File: src/rtl/bbox_outline_writer_if.sv
// bbox_outline_writer_if
// Ready/valid pixel write port between the outline writer and the frame RAM.
//   wr_en    : write valid, driven by the writer
//   wr_addr  : pixel address (y*IMG_W + x)
//   wr_data  : pixel value (RGB888 by default)
//   wr_ready : RAM accepts the write this cycle
// The master modport is the writer side; the slave modport is the RAM side.
interface bbox_outline_writer_if #(
  parameter int ADDR_W = 19,
  parameter int PIX_W  = 24
);
  logic              wr_en;
  logic [ADDR_W-1:0] wr_addr;
  logic [PIX_W-1:0]  wr_data;
  logic              wr_ready;

  modport master (
    output wr_en,
    output wr_addr,
    output wr_data,
    input  wr_ready
  );

  modport slave (
    input  wr_en,
    input  wr_addr,
    input  wr_data,
    output wr_ready
  );
endinterface

File: src/rtl/bbox_outline_writer.sv
// bbox_outline_writer
// Draws the 1-pixel border of a bounding box into the frame RAM, one pixel
// write per accepted cycle, in the order top row, bottom row, left column,
// right column. Corners and colour are latched when start is taken in IDLE.
//   CLOCK_50       : clock, rising edge
//   reset          : synchronous, active-high
//   start          : one-cycle request, only looked at in IDLE
//   xmin/xmax      : inclusive x bounds
//   ymin/ymax      : inclusive y bounds
//   color          : outline colour
//   busy           : high while border writes are being issued
//   done           : one-cycle completion pulse
//   err            : one-cycle pulse with done when the box was invalid
//   wr             : ready/valid write port (master side)
module bbox_outline_writer #(
  parameter int IMG_W  = 768,
  parameter int IMG_H  = 512,
  parameter int XW     = 10,
  parameter int YW     = 9,
  parameter int ADDR_W = 19,
  parameter int PIX_W  = 24
) (
  input  logic                    CLOCK_50,
  input  logic                    reset,
  input  logic                    start,
  input  logic [XW-1:0]           xmin,
  input  logic [XW-1:0]           xmax,
  input  logic [YW-1:0]           ymin,
  input  logic [YW-1:0]           ymax,
  input  logic [PIX_W-1:0]        color,
  output logic                    busy,
  output logic                    done,
  output logic                    err,
  bbox_outline_writer_if.master   wr
);

  typedef enum logic [2:0] {
    IDLE,
    TOP,
    BOTTOM,
    LEFT,
    RIGHT,
    FIN
  } state_t;

  localparam logic [ADDR_W-1:0] ROW_STEP = ADDR_W'(IMG_W);

  state_t            state, state_nxt;
  logic [XW-1:0]     xmin_q, xmin_nxt;
  logic [XW-1:0]     xmax_q, xmax_nxt;
  logic [YW-1:0]     ymin_q, ymin_nxt;
  logic [YW-1:0]     ymax_q, ymax_nxt;
  logic [PIX_W-1:0]  color_q, color_nxt;
  logic              err_q, err_nxt;
  logic [XW-1:0]     x_cur, x_nxt;
  logic [YW-1:0]     y_cur, y_nxt;
  logic [ADDR_W-1:0] row_base, row_base_nxt;
  logic [ADDR_W-1:0] row_min, row_min_nxt;
  logic [ADDR_W-1:0] row_max, row_max_nxt;

  logic              writing;
  logic              accept;
  logic              box_bad;
  logic              x_last;
  logic              y_last;
  logic              single_row;
  logic              single_col;
  logic              has_sides;
  logic [ADDR_W-1:0] start_row_min;
  logic [ADDR_W-1:0] start_row_max;

  // Box checks on the raw inputs (used only when start is taken) and
  // end-of-run conditions on the latched corners.
  always_comb begin
    box_bad       = (xmin > xmax) || (ymin > ymax) ||
                    (int'(xmax) >= IMG_W) || (int'(ymax) >= IMG_H);
    // Constant multiplies: the only place a row base is formed from a y value.
    start_row_min = ADDR_W'(ymin) * ROW_STEP;
    start_row_max = ADDR_W'(ymax) * ROW_STEP;
    writing       = (state == TOP) || (state == BOTTOM) ||
                    (state == LEFT) || (state == RIGHT);
    accept        = writing && wr.wr_ready;
    x_last        = (x_cur == xmax_q);
    // Side columns stop one row above the bottom edge.
    y_last        = (y_cur == (ymax_q - YW'(1)));
    single_row    = (ymax_q == ymin_q);
    single_col    = (xmax_q == xmin_q);
    has_sides     = ((ymax_q - ymin_q) >= YW'(2));
  end

  // State and datapath registers.
  always_ff @(posedge CLOCK_50) begin
    if (reset) begin
      state    <= IDLE;
      xmin_q   <= '0;
      xmax_q   <= '0;
      ymin_q   <= '0;
      ymax_q   <= '0;
      color_q  <= '0;
      err_q    <= 1'b0;
      x_cur    <= '0;
      y_cur    <= '0;
      row_base <= '0;
      row_min  <= '0;
      row_max  <= '0;
    end else begin
      state    <= state_nxt;
      xmin_q   <= xmin_nxt;
      xmax_q   <= xmax_nxt;
      ymin_q   <= ymin_nxt;
      ymax_q   <= ymax_nxt;
      color_q  <= color_nxt;
      err_q    <= err_nxt;
      x_cur    <= x_nxt;
      y_cur    <= y_nxt;
      row_base <= row_base_nxt;
      row_min  <= row_min_nxt;
      row_max  <= row_max_nxt;
    end
  end

  // Next-state logic. Every edge transition happens on the accepting edge and
  // loads the first pixel of the next edge directly, so there is no bubble.
  always_comb begin
    state_nxt    = state;
    xmin_nxt     = xmin_q;
    xmax_nxt     = xmax_q;
    ymin_nxt     = ymin_q;
    ymax_nxt     = ymax_q;
    color_nxt    = color_q;
    err_nxt      = err_q;
    x_nxt        = x_cur;
    y_nxt        = y_cur;
    row_base_nxt = row_base;
    row_min_nxt  = row_min;
    row_max_nxt  = row_max;

    case (state)
      IDLE: begin
        if (start) begin
          color_nxt = color;
          xmin_nxt  = xmin;
          xmax_nxt  = xmax;
          ymin_nxt  = ymin;
          ymax_nxt  = ymax;
          if (box_bad) begin
            err_nxt   = 1'b1;
            state_nxt = FIN;
          end else begin
            err_nxt      = 1'b0;
            state_nxt    = TOP;
            x_nxt        = xmin;
            y_nxt        = ymin;
            row_base_nxt = start_row_min;
            row_min_nxt  = start_row_min;
            row_max_nxt  = start_row_max;
          end
        end
      end

      TOP: begin
        if (accept) begin
          if (!x_last) begin
            x_nxt = x_cur + XW'(1);
          end else if (single_row) begin
            state_nxt = FIN;
          end else begin
            state_nxt    = BOTTOM;
            x_nxt        = xmin_q;
            row_base_nxt = row_max;
          end
        end
      end

      BOTTOM: begin
        if (accept) begin
          if (!x_last) begin
            x_nxt = x_cur + XW'(1);
          end else if (has_sides) begin
            state_nxt    = LEFT;
            x_nxt        = xmin_q;
            y_nxt        = ymin_q + YW'(1);
            row_base_nxt = row_min + ROW_STEP;
          end else begin
            state_nxt = FIN;
          end
        end
      end

      LEFT: begin
        if (accept) begin
          if (!y_last) begin
            y_nxt        = y_cur + YW'(1);
            row_base_nxt = row_base + ROW_STEP;
          end else if (!single_col) begin
            // A one-pixel-wide box has its right column already drawn as left.
            state_nxt    = RIGHT;
            x_nxt        = xmax_q;
            y_nxt        = ymin_q + YW'(1);
            row_base_nxt = row_min + ROW_STEP;
          end else begin
            state_nxt = FIN;
          end
        end
      end

      RIGHT: begin
        if (accept) begin
          if (!y_last) begin
            y_nxt        = y_cur + YW'(1);
            row_base_nxt = row_base + ROW_STEP;
          end else begin
            state_nxt = FIN;
          end
        end
      end

      FIN: begin
        state_nxt = IDLE;
        err_nxt   = 1'b0;
      end

      default: begin
        state_nxt = IDLE;
      end
    endcase
  end

  // Outputs are decoded from state so reset clears them on the next edge.
  always_comb begin
    wr.wr_en   = writing;
    wr.wr_addr = row_base + ADDR_W'(x_cur);
    wr.wr_data = color_q;
    busy       = writing;
    done       = (state == FIN);
    err        = (state == FIN) && err_q;
  end

endmodule

File: src/flat_wrapper.sv
// flat-port wrapper written by rule: the top's interface ports become plain ports
module bbox_outline_writer_flat 
#(
  parameter int IMG_W  = 768,
  parameter int IMG_H  = 512,
  parameter int XW     = 10,
  parameter int YW     = 9,
  parameter int ADDR_W = 19,
  parameter int PIX_W  = 24
)
  (CLOCK_50, reset, start, xmin, xmax, ymin, ymax, color, busy, done, err, wr_wr_en, wr_wr_addr, wr_wr_data, wr_wr_ready);
  bbox_outline_writer_if #(.ADDR_W(ADDR_W), .PIX_W(PIX_W)) wr_i ();
  input  logic CLOCK_50;
  input  logic reset;
  input  logic start;
  input  logic [XW-1:0] xmin;
  input  logic [XW-1:0] xmax;
  input  logic [YW-1:0] ymin;
  input  logic [YW-1:0] ymax;
  input  logic [PIX_W-1:0] color;
  output logic busy;
  output logic done;
  output logic err;
  output wire logic [$bits(wr_i.wr_en)-1:0] wr_wr_en;
  output wire logic [$bits(wr_i.wr_addr)-1:0] wr_wr_addr;
  output wire logic [$bits(wr_i.wr_data)-1:0] wr_wr_data;
  input wire logic [$bits(wr_i.wr_ready)-1:0] wr_wr_ready;
  assign wr_wr_en = wr_i.wr_en;
  assign wr_wr_addr = wr_i.wr_addr;
  assign wr_wr_data = wr_i.wr_data;
  assign wr_i.wr_ready = wr_wr_ready;
  bbox_outline_writer #(.IMG_W(IMG_W), .IMG_H(IMG_H), .XW(XW), .YW(YW), .ADDR_W(ADDR_W), .PIX_W(PIX_W)) u_core (.CLOCK_50(CLOCK_50), .reset(reset), .start(start), .xmin(xmin), .xmax(xmax), .ymin(ymin), .ymax(ymax), .color(color), .busy(busy), .done(done), .err(err), .wr(wr_i));
endmodule
File: config.mk
export PLATFORM = sky130hd
export DESIGN_NAME = bbox_outline_writer_flat
export DESIGN_NICKNAME = d
export VERILOG_FILES = /design/src/rtl/bbox_outline_writer_if.sv /design/src/rtl/bbox_outline_writer.sv /design/src/flat_wrapper.sv
export SDC_FILE = /design/constraint.sdc
export NUM_CORES = 1
export LEC_CHECK = 0
export BUFFER_PORTS_ARGS = -buffer_cell sky130_fd_sc_hd__clkbuf_2
export CAP_MARGIN = 30
export CORE_MARGIN = 2
export CORE_UTILIZATION = 52
export DETAILED_ROUTE_END_ITERATION = 6
export HOLD_SLACK_MARGIN = 0.06
export PLACE_DENSITY_LB_ADDON = 0.2
export SLEW_MARGIN = 20
export SYNTH_ARGS = -nofsm -noshare
export SYNTH_HDL_FRONTEND = slang
export SYNTH_SLANG_ARGS = --single-unit
File: constraint.sdc
create_clock -name CLOCK_50 -period 5.25 [get_ports CLOCK_50]
set_input_delay 0.525 -clock CLOCK_50 [delete_from_list [all_inputs] [get_ports CLOCK_50]]
set_output_delay 0.525 -clock CLOCK_50 [all_outputs]
set_load 0.01 [all_outputs]
* Yosys cells after proc, flatten, opt, wreduce, memory -nomap -nowiden
Cells that the tools add are included.
Storage, ports and cells: register bits 126, output and inout bits 47
Cells by class: add/sub/neg operators 8, $mul 2, magnitude comparators 4, eq/ne operators 26, muxes and demuxes 54, bitwise gates (word level) 1, reduce and logical (&&, ||, !) cells 19
Operators by type and width (number):
- two-way mux 19 bit | 13
- two-way mux 10 bit | 11
- one-hot mux 19 bit (5 select lines) | 1
- two-way mux 9 bit | 10
- one-hot mux 10 bit (4 select lines) | 1
- adder 19 x 10 -> 19 bit (second input constant) | 2
- two-way mux 3 bit | 12
- one-hot mux 9 bit (4 select lines) | 1
- multiplier 9 x 2 -> 11 bit (second input constant) | 2
- equality test 10 bit | 2
- AND reduction 10 bit | 2
- adder 19 x 10 -> 19 bit | 1
- adder 9 x 1 -> 9 bit (second input constant) | 2
- equality test 9 bit | 2
- != test 2 x 1 -> 1 bit (second input constant) | 9
- one-hot mux 3 bit (5 select lines) | 1
- AND reduction 13 bit | 1
- adder 10 x 1 -> 10 bit (second input constant) | 1
- >= comparator 10 bit (second input constant) | 1
- greater-than comparator 10 bit | 1
- != test 2 bit (second input constant) | 5
- >= comparator 9 x 2 -> 1 bit (second input constant) | 1
- greater-than comparator 9 bit | 1
- != test 3 bit (second input constant) | 3
- 17 further kinds | 28

* Logic depth before layout (Yosys ltp)
Gate-level depths: netlist (run 1).
depth after elaboration 7, depth in mapped cells 14, mapped depth without buffers 11

* Worst setup path after synthesis (run 1)
Ideal clock, no wire load.
kind reg-to-reg, start point register u_core.ymax_q[0], end point register u_core.x_cur[2], library setup time 0.123 ns, data arrival time 2.888 ns, slack 2.239 ns, cell stages (with the launch flop) 13, cell sequence dfxtp_1 > buf_2 > inv_1 > ha_1 > fa_1 > nand2b_1 > a211oi_1 > mux2_1 > a211oi_2 > a32oi_1 > o211a_1 > buf_4 > mux2_1
Between the ends: longest elaborated chain between the ends 4, elaborated cells on any way between the ends 9, classes of those cells add/sub: 2; order compare: 1; eq/ne: 5; reduce/logical: 1
RTL lines:
- start, declared | RTL line bbox_outline_writer.sv:52 | logic [YW-1:0] ymax_q, ymax_nxt;
- start signal, assigned | RTL line bbox_outline_writer.sv:111 | ymax_q <= ymax_nxt;
- subtractor 9 bit / subtractor 9 x 1 -> 9 bit (equally long branches) | RTL line bbox_outline_writer.sv:88, bbox_outline_writer.sv:85
- >= comparator 9 x 2 -> 1 bit / equality test 9 bit (equally long branches) | RTL line bbox_outline_writer.sv:88, bbox_outline_writer.sv:85
- != test 3 bit (no line) / != test 2 x 1 -> 1 bit (equally long branches)
- AND reduction 10 bit (no line) (*)
- end signal, assigned | RTL line bbox_outline_writer.sv:114 | x_cur <= x_nxt;
- end, declared | RTL line bbox_outline_writer.sv:55 | logic [XW-1:0] x_cur, x_nxt;
Mark *: on every way between the ends. The rest lies on a longest branch, timed or not. A chain may end at the register's enable or synchronous reset.

* Final worst setup path (run 1)
start point register u_core.state[1], end point register u_core.x_cur[5]
Between the ends: longest elaborated chain between the ends 7, elaborated cells on any way between the ends 21, classes of those cells eq/ne: 13; mux: 1; reduce/logical: 7
RTL lines:
- start, declared | RTL line bbox_outline_writer.sv:48 | state_t state, state_nxt;
- start signal, assigned | RTL line bbox_outline_writer.sv:107 | state <= state_nxt;
- equality test 3 x 1 -> 1 bit / equality test 3 x 2 -> 1 bit (equally long branches) | RTL line bbox_outline_writer.sv:80, bbox_outline_writer.sv:138
- logical OR 1 bit (2 in a row) | RTL line bbox_outline_writer.sv:80 | writing = (state == TOP) || (state == BOTTOM) ||
- logical OR 1 bit | RTL line bbox_outline_writer.sv:81 | (state == LEFT) || (state == RIGHT);
- logical AND 1 bit | RTL line bbox_outline_writer.sv:82 | accept = writing && wr.wr_ready;
- != test 2 x 1 -> 1 bit (no line)
- AND reduction 10 bit (no line)
Several ways; a longest one is shown, not always the timed one.

==> impl_metrics.ini, run 1 <==
[routing]
wire_per_inst_um = 19.2
num_vias = 8856
ant_nets = 0
drc_errors = 0
wirelength_um = 28000
vias_per_cell = 6.07
first_pass_iters = 6
drt_iter0_drc = 1057

[critical_path]
reg2reg_slack_ns = 1.59
worst_r2r_path_depth = 8
crit_path_end_kind = flop
startpoint_type = flop
cp.required_ns = 5.56
cp-startpoint = u_core.state[1]$_SDFFE_PP0P_
crit_fanout = 21
cp.arrival_ns = 3.97
rr_startpoint = u_core.state[1]$_SDFFE_PP0P_
path_class = reg2reg
r2r_end = u_core.x_cur[5]$_SDFFE_PP0P_
crit_end = u_core.x_cur[5]$_SDFFE_PP0P_

[sta]
worst_slack_ns = 1.59
tns_ns = 0
post-route-period-util = 0.697
hold_slack_ns = 0.303
rsz0062_at_grt = false
period_minus_slack_ns = 3.66
final-setup-viol-count = 0
skew_ns = 0.00937
slew_violations = 0
relSlewSlack = 0.403
fmax_mhz = 273
finalHoldViolations = 0
tightest_slew_ns = 0.888

[yosys]
synth_area_per_cell_sq_um = 7.54
synth_fp_nets = 1281
ys_warn_count = 0
ys_seq_elements = 118
syn_inst = 1157
seq_area_frac_synth = 0.271
synth_cell_types = 85
synth_edf_count = 0
ys_async_sr_fraction = 0
synth.cell_area_sq_um = 8730
ys.flop_type = dfxtp_1

[global_routing]
grt_max_degree = 92
grt_pass1_wl_um = 44000
antenna_found_initial = 0
track_usage = 0.314
overflow = 0
grt_pass1_vias = 7964

[cts]
htreeDepth = 4
cts_setup_buffers = 0
cts_num_sinks = 118
postCtsHoldBufs = 0
cts_buffers = 17
cts.path.max_buffers = 2
clkTransAtPathRegs_ns = 0.06
cts_tree = built
root_buffer = clkbuf_16
clock_latency_ns = 0.44
ctsResizeCount = 0

[die]
dieArea_sq_um = 17800
fp-row-count = 47
coreArea_sq_um = 16500
ios = 113
die_y_um = 134
fp.dieW_um = 134
start_util = 0.530

[run_status]
status = complete, no violations

[cells_and_area]
area_delta_synth_final_pct = 14.0
post-route-util = 0.604
n_antenna_cell = 0
layout.nets = 1350
layoutNonFillerInstCount = 1459
final_layout_size_suffix_gt1_frac = 0.147

[job]
drv_cap = 0

[hold_path]
min_path_cells = 3
min_path_type = in2reg

[placed_design]
dpl.hpwl_um = 20500
gp_congestion = 1.05
dpl.cell_count = 1426
pre_cts_ws_ns = 1.69
io_buffers = 112

[power]
ir_drop_v = 0.000319
p_leak_uw = 0.00417
powerDensity_nw_per_um2 = 571
==> cell families after synthesis <==
logic type / Yosys count / share of synthesized area
AND/OR/NAND/NOR: 438 / 0.229
AO/OA/AOI/OAI: 299 / 0.232
buffers and inverters: 128 / 0.0598
flip-flops: 118 / 0.271
XOR/XNOR: 85 / 0.0853
adder cells (fa/ha/maj): 58 / 0.0857
multiplexers: 31 / 0.0368
==> worst max-delay path, cell delays in order, from the launching register on <==
cell	delay [ns]
dfxtp_1	0.82
nor2b_1	0.21
buf_4	0.28
nand2_1	0.31
or4_1	0.60
nor3_1	0.47
a211oi_1	0.10
o211a_1	0.35
mux2_1	0.39
==> power by group <==
group	switching, uW	total [uW]	internal [uW]
combinational	1850	2970	1110
sequential	381	1520	1140
clock	482	1190	710
total	2720	5680	2960
==> layout by cell type (no fill, tap or decap), types with 11 or more instances in the layout <==
cell | synthesis | layout
buf_4 | 4 | 11
ha_1 | 55 | 55
o21ai_0 | 33 | 33
nor2_1 | 90 | 90
nor3_1 | 19 | 19
nor2b_1 | 18 | 18
clkbuf_2 | 0 | 111
mux2i_1 | 22 | 22
o221ai_1 | 14 | 14
nand4_1 | 14 | 14
a211oi_1 | 17 | 17
nand2_1 | 201 | 200
xor2_1 | 33 | 33
clkbuf_16 | 0 | 17
dfxtp_1 | 118 | 118
nand3_1 | 36 | 36
a21oi_1 | 120 | 120
xnor2_1 | 52 | 52
inv_1 | 55 | 55
==> synth_stat cells, types with 14 or more instances <==
cell	n	area [sq um]
xnor2_1	52	455
nand3_1	36	180
o221ai_1	14	123
o21ai_0	33	165
nand2_1	201	754
a21oi_1	120	601
a211oi_1	17	128
xor2_1	33	289
clkbuf_1	56	210
nand4_1	14	87.6
nor2b_1	18	113
ha_1	55	688
mux2i_1	22	220
inv_1	55	206
dfxtp_1	118	2360
nor2_1	90	338
nor3_1	19	95.1
==> per-layer routing <==
layer  up-vias  part of all wire  GRT usage
met3        45              0.11     0.0662
met1      4124              0.45      0.465
met4         0             0.023     0.0987
met2       451              0.42      0.453
li1       4236                 -          -
met5         -                 0          0
==> sequential cells by signal (all words and copies together) (netlist names), 9 cells and up <==
signal             count
u_core.row_base       11
u_core.wr.wr_data     24
u_core.ymin_q          9
u_core.y_cur           9
u_core.ymax_q          9
u_core.x_cur          10
u_core.xmin_q         10
u_core.row_max        11
u_core.row_min        11
u_core.xmax_q         10
==> worst min-delay path by stage <==
stage                                                  from                                 to  slack [ns]
after CTS                                          color[2]  u_core.wr.wr_data[2]$_SDFFE_PP0P_        0.29
after global routing                               color[5]  u_core.wr.wr_data[5]$_SDFFE_PP0P_        0.30
final                                              color[4]  u_core.wr.wr_data[4]$_SDFFE_PP0P_        0.30
after detailed placement  u_core.wr.wr_data[9]$_SDFFE_PP0P_  u_core.wr.wr_data[9]$_SDFFE_PP0P_        0.45
after floorplan               u_core.ymin_q[5]$_SDFFE_PP0P_      u_core.ymin_q[5]$_SDFFE_PP0P_        0.44
after global placement    u_core.wr.wr_data[4]$_SDFFE_PP0P_  u_core.wr.wr_data[4]$_SDFFE_PP0P_        0.44
==> per-stage QoR <==
step	power (uW)	area (sq um)
after floorplan	3630	8730
after global placement	4370	9320
after detailed placement	4390	9330
after CTS	5600	9920
after global routing	6020	9950
final	5680	9950
==> layout make-up <==
class	count	area, sq um
Inverter	55	206
Multi-Input combinational cell	911	5850
Tap cell	220	275
Sequential cell	118	2360
Clock buffer	17	425
Fill cell	1555	6510
Timing Repair Buffer	123	666
Clock inverter	15	170
Note: power is estimated with default switching activity, not from simulation.
==> run 2, diff against run 1 <==
- clock period: 5.25 -> 3.6 ns (I/O delays scaled with it)
==> impl_metrics.ini, run 2 (synthesis results as in run 1) <==
[run_status]
status = complete, no violations

[sta]
fmax_mhz = 301
relSlewSlack = 0.450
finalHoldViolations = 0
tns_ns = 0
period_minus_slack_ns = 3.33
hold_slack_ns = 0.140
slew_violations = 0
final-setup-viol-count = 0
tightest_slew_ns = 0.824
skew_ns = 0.0115
post-route-period-util = 0.924
rsz0062_at_grt = false

[routing]
wire_per_inst_um = 19.1
ant_nets = 0
vias_per_cell = 6.03
drc_errors = 0
num_vias = 8908
wirelength_um = 28200
first_pass_iters = 6
drt_iter0_drc = 1064

[cts]
cts_num_sinks = 118
clkTransAtPathRegs_ns = 0.06
cts_buffers = 17
root_buffer = clkbuf_16
clock_latency_ns = 0.43
htreeDepth = 4
cts.path.max_buffers = 2
cts_tree = built

[global_routing]
grt_pass1_wl_um = 43800
antenna_found_initial = 0
grt_pass1_vias = 8059
overflow = 0
track_usage = 0.315
grt_max_degree = 65

[critical_path]
crit_fanout = 13
crit_chain = inv_1 > ha_1 > fa_1 > nand2b_1 > a211oi_1 > mux2_1 > a211oi_4 > a21oi_1 > o2111ai_4 > buf_12 > mux2i_1 > a21oi_1
crit_end = u_core.row_base[14]$_SDFFE_PP0P_
reg2reg_slack_ns = 0.27
cp.arrival_ns = 3.60
cp-startpoint = u_core.ymax_q[0]$_SDFFE_PP0P_
cp.required_ns = 3.87
path_delay_family = compound AO/OA/AOI/OAI gates
crit_path_end_kind = flop
startpoint_type = flop
worst_r2r_path_depth = 12
worstSetupPathDepth = 12
critPathBufInv = 2
path_class = reg2reg
cpMostUsedCell = a21oi_1
critPathSlowestCell = dfxtp_1
rr_startpoint = u_core.ymax_q[0]$_SDFFE_PP0P_
slowest_delay_ns = 0.46
r2r_end = u_core.row_base[14]$_SDFFE_PP0P_

[die]
die_y_um = 134
fp-row-count = 47
coreArea_sq_um = 16500
fp.dieW_um = 134
ios = 113
start_util = 0.530
dieArea_sq_um = 17800

[cells_and_area]
largest_reg_flops = 24
post-route-util = 0.612
final_cell_mix = 200 x nand2_1, 120 x a21oi_1, 118 x dfxtp_1
fillerInstances = 1546
final_layout_size_suffix_gt1_frac = 0.158
finish.instance_area_sq_um = 10100
area_delta_synth_final_pct = 15.4
n_antenna_cell = 0
layout_commonest_cell = nand2_1
layout.nets = 1368

[hold_path]
min_path_cells = 3
min_path_type = in2reg
hp-start = color[5]

[power]
powerDensity_nw_per_um2 = 834
finalPower_uw = 8400
p_leak_uw = 0.00423
ir_drop_v = 0.000420

[job]
drv_cap = 0

[placed_design]
gp_congestion = 1.01
dpl.hpwl_um = 21200
dpl_cell_area_sq_um = 9460
io_buffers = 112
## run 2: power breakdown
group	switching, uW	internal [uW]
registers	535	1670
clock network	669	977
logic	2780	1780
## run 2: timing repair
action	in CTS	in global routing
setup endpoints to repair	0	18
hold buffers	0	0
buffers inserted	0	2
resized for setup	0	3
## run 2: metal layers
layer / vias up / GRT usage / share of wire
li1: 4272 / - / -
met1: 4079 / 0.447 / 0.45
met2: 490 / 0.460 / 0.42
met3: 67 / 0.0753 / 0.10
met4: 0 / 0.120 / 0.032
met5: - / 0 / 0
## run 2: layout make-up
| type | instances | area (sq um) | area share |
|---|---|---|---|
| Clock buffer | 20 | 447 | 0.0443 |
| Clock inverter | 12 | 121 | 0.0120 |
| Timing Repair Buffer | 141 | 793 | 0.0788 |
| Sequential cell | 118 | 2360 | 0.235 |
| Tap cell | 220 | 275 | 0.0273 |
| Inverter | 55 | 206 | 0.0205 |
| Multi-Input combinational cell | 911 | 5870 | 0.582 |
## run 2: worst min-delay path by stage
stage | endpoint | slack [ns]
4_1_cts | u_core.wr.wr_data[4]$_SDFFE_PP0P_ | 0.13
6_report | u_core.wr.wr_data[5]$_SDFFE_PP0P_ | 0.14
5_1_grt | u_core.wr.wr_data[5]$_SDFFE_PP0P_ | 0.15
2_1_floorplan | u_core.ymin_q[5]$_SDFFE_PP0P_ | 0.44
3_5_place_dp | u_core.wr.wr_data[0]$_SDFFE_PP0P_ | 0.45
3_3_place_gp | u_core.wr.wr_data[1]$_SDFFE_PP0P_ | 0.44
## run 2: through the flow
stage,cells,setup slack (ns)
after floorplan,1157,0.589
after global placement,1443,0.262
after detailed placement,1443,0.174
after CTS,1475,0.158
after global routing,1477,0.0209
final,1477,0.273
## run 2: worst register-to-register path, stage by stage, from the launching register on
cell       delay [ns]
dfxtp_1          0.46
inv_1            0.11
ha_1             0.23
fa_1             0.40
nand2b_1         0.18
a211oi_1         0.25
mux2_1           0.39
a211oi_4         0.27
a21oi_1          0.19
o2111ai_4        0.25
buf_12           0.17
mux2i_1          0.19
a21oi_1          0.08
==> run 3, diff against run 2 <==
- CORE_MARGIN: 2 -> not set
==> impl_metrics.ini, run 3 (synthesis results as in run 1) <==
[cells_and_area]
finish.instance_area_sq_um = 10100
multi_input_area_sq_um = 5850
final_cell_mix = 200 x nand2_1, 120 x a21oi_1, 118 x dfxtp_1
n_antenna_cell = 0
largest_reg_flops = 24
post-route-util = 0.624
layoutNonFillerInstCount = 1473
area_delta_synth_final_pct = 15.3
final_layout_size_suffix_gt1_frac = 0.158
fillerInstances = 1470
regArea_sq_um = 2360
layout_commonest_cell = nand2_1
layout.nets = 1368

[routing]
wire_per_inst_um = 18.9
wirelength_um = 27800
drt_iter0_drc = 894
num_vias = 8878
vias_per_cell = 6.03
first_pass_iters = 6
drc_errors = 0
ant_nets = 0

[global_routing]
grt_max_degree = 68
antenna_found_initial = 0
track_usage = 0.321
grt_pass1_wl_um = 43800
grt_pass1_vias = 7945
overflow = 0

[hold_path]
min_path_cells = 3
holdPathEnd = u_core.wr.wr_data[2]$_SDFFE_PP0P_
min_path_type = in2reg
hp-start = color[2]

[run_status]
status = complete, no violations

[sta]
final-setup-viol-count = 0
tightest_slew_ns = 0.830
skew_ns = 0.0116
relSlewSlack = 0.446
fmax_mhz = 294
tns_ns = 0
slew_violations = 0
post-route-period-util = 0.945
rsz0062_at_grt = false
period_minus_slack_ns = 3.40
finalHoldViolations = 0

[critical_path]
slowest_delay_ns = 0.56
crit_path_end_kind = flop
rr_startpoint = u_core.ymax_q[1]$_SDFFE_PP0P_
cp.required_ns = 3.90
reg2reg_slack_ns = 0.20
cp.arrival_ns = 3.70
r2r_end = u_core.row_base[14]$_SDFFE_PP0P_
worst_r2r_path_depth = 10
startpoint_type = flop
path_class = reg2reg
cpMostUsedCell = a21oi_1
critPathSlowestCell = o2111ai_4
crit_fanout = 18
crit_chain = inv_1 > fa_1 > nand2b_1 > a211oi_1 > mux2_1 > a211oi_2 > a21oi_1 > o2111ai_4 > mux2i_1 > a21oi_1

[power]
finalPower_uw = 8340
ir_drop_v = 0.000487
powerDensity_nw_per_um2 = 829
p_leak_uw = 0.00424

[cts]
root_buffer = clkbuf_16
cts_tree = built
cts_buffers = 17
cts_num_sinks = 118
clkTransAtPathRegs_ns = 0.06
clock_latency_ns = 0.43
cts.path.max_buffers = 2
cts_setup_buffers = 0
postCtsHoldBufs = 0
htreeDepth = 4
ctsResizeCount = 0

[job]
drv_cap = 0

[placed_design]
gp_congestion = 1.01
dpl_cell_area_sq_um = 9470
dpl.cell_count = 1441
dpl.hpwl_um = 20900
io_buffers = 112

[die]
start_util = 0.542
ios = 113
dieArea_sq_um = 17300
coreArea_sq_um = 16100
fp.dieW_um = 132
die_y_um = 132
fp-row-count = 46
[run 3: changes by cell type in the layout (fill, tap and decap cells not counted), sizes merged]
cell	change
clkbuf	-1
inv	-2
bufinv	+1
clkinvlp	-1
clkinv	+3
[run 3: layout make-up]
class                      instances  share of cell area
sequential                       118               0.235
clock inverter                    13              0.0148
tap                              216              0.0269
clock buffer                      19              0.0440
inverter                          55              0.0205
timing repair buffer             141              0.0776
multi-input combinational        911               0.581
[run 3: stage by stage]
stage	hold WS (ns)	setup slack [ns]
2_1_floorplan	0.445	0.589
5_1_grt	0.141	0.00465
3_5_place_dp	0.447	0.263
6_report	0.143	0.197
4_1_cts	0.141	0.246
3_3_place_gp	0.441	0.321
[run 3: worst max-delay path by stage]
| stage | cells past startpoint | start | to | slack (ns) |
|---|---|---|---|---|
| 6_report | 10 | u_core.ymax_q[1]$_SDFFE_PP0P_ | u_core.row_base[14]$_SDFFE_PP0P_ | 0.20 |
| 5_1_grt | 10 | u_core.ymax_q[1]$_SDFFE_PP0P_ | u_core.row_base[14]$_SDFFE_PP0P_ | 0.005 |
| 4_1_cts | 10 | u_core.ymax_q[1]$_SDFFE_PP0P_ | u_core.row_base[14]$_SDFFE_PP0P_ | 0.25 |
| 3_5_place_dp | 10 | u_core.ymax_q[1]$_SDFFE_PP0P_ | u_core.row_base[14]$_SDFFE_PP0P_ | 0.26 |
| 3_3_place_gp | 10 | u_core.ymax_q[1]$_SDFFE_PP0P_ | u_core.row_base[14]$_SDFFE_PP0P_ | 0.32 |
| 2_1_floorplan | 12 | u_core.ymax_q[0]$_SDFFE_PP0P_ | u_core.x_cur[2]$_SDFFE_PP0P_ | 0.59 |
[run 3: where the power goes]
part / total (uW) / internal (uW) / switching (uW)
registers: 2190 / 1670 / 521
logic: 4420 / 1700 / 2720
clock network: 1730 / 1040 / 683
[run 3: worst max-delay path: cells and delay by family (launching register included)]
family | cells | cell delay (ns)
mux | 2 | 0.61
buf+inv | 1 | 0.12
fa+ha+maj | 1 | 0.46
compound gates | 5 | 1.45
flops | 1 | 0.45
simple gates | 1 | 0.18
[run 3: layer usage]
layer / share of wire / GRT usage / wire (um) / vias to the layer above
li1: - / - / - / 4272
met4: 0.025 / 0.111 / 695 / 0
met3: 0.095 / 0.0667 / 2650 / 52
met1: 0.45 / 0.453 / 12500 / 4096
met5: 0 / 0 / 0 / -
met2: 0.43 / 0.480 / 11900 / 458
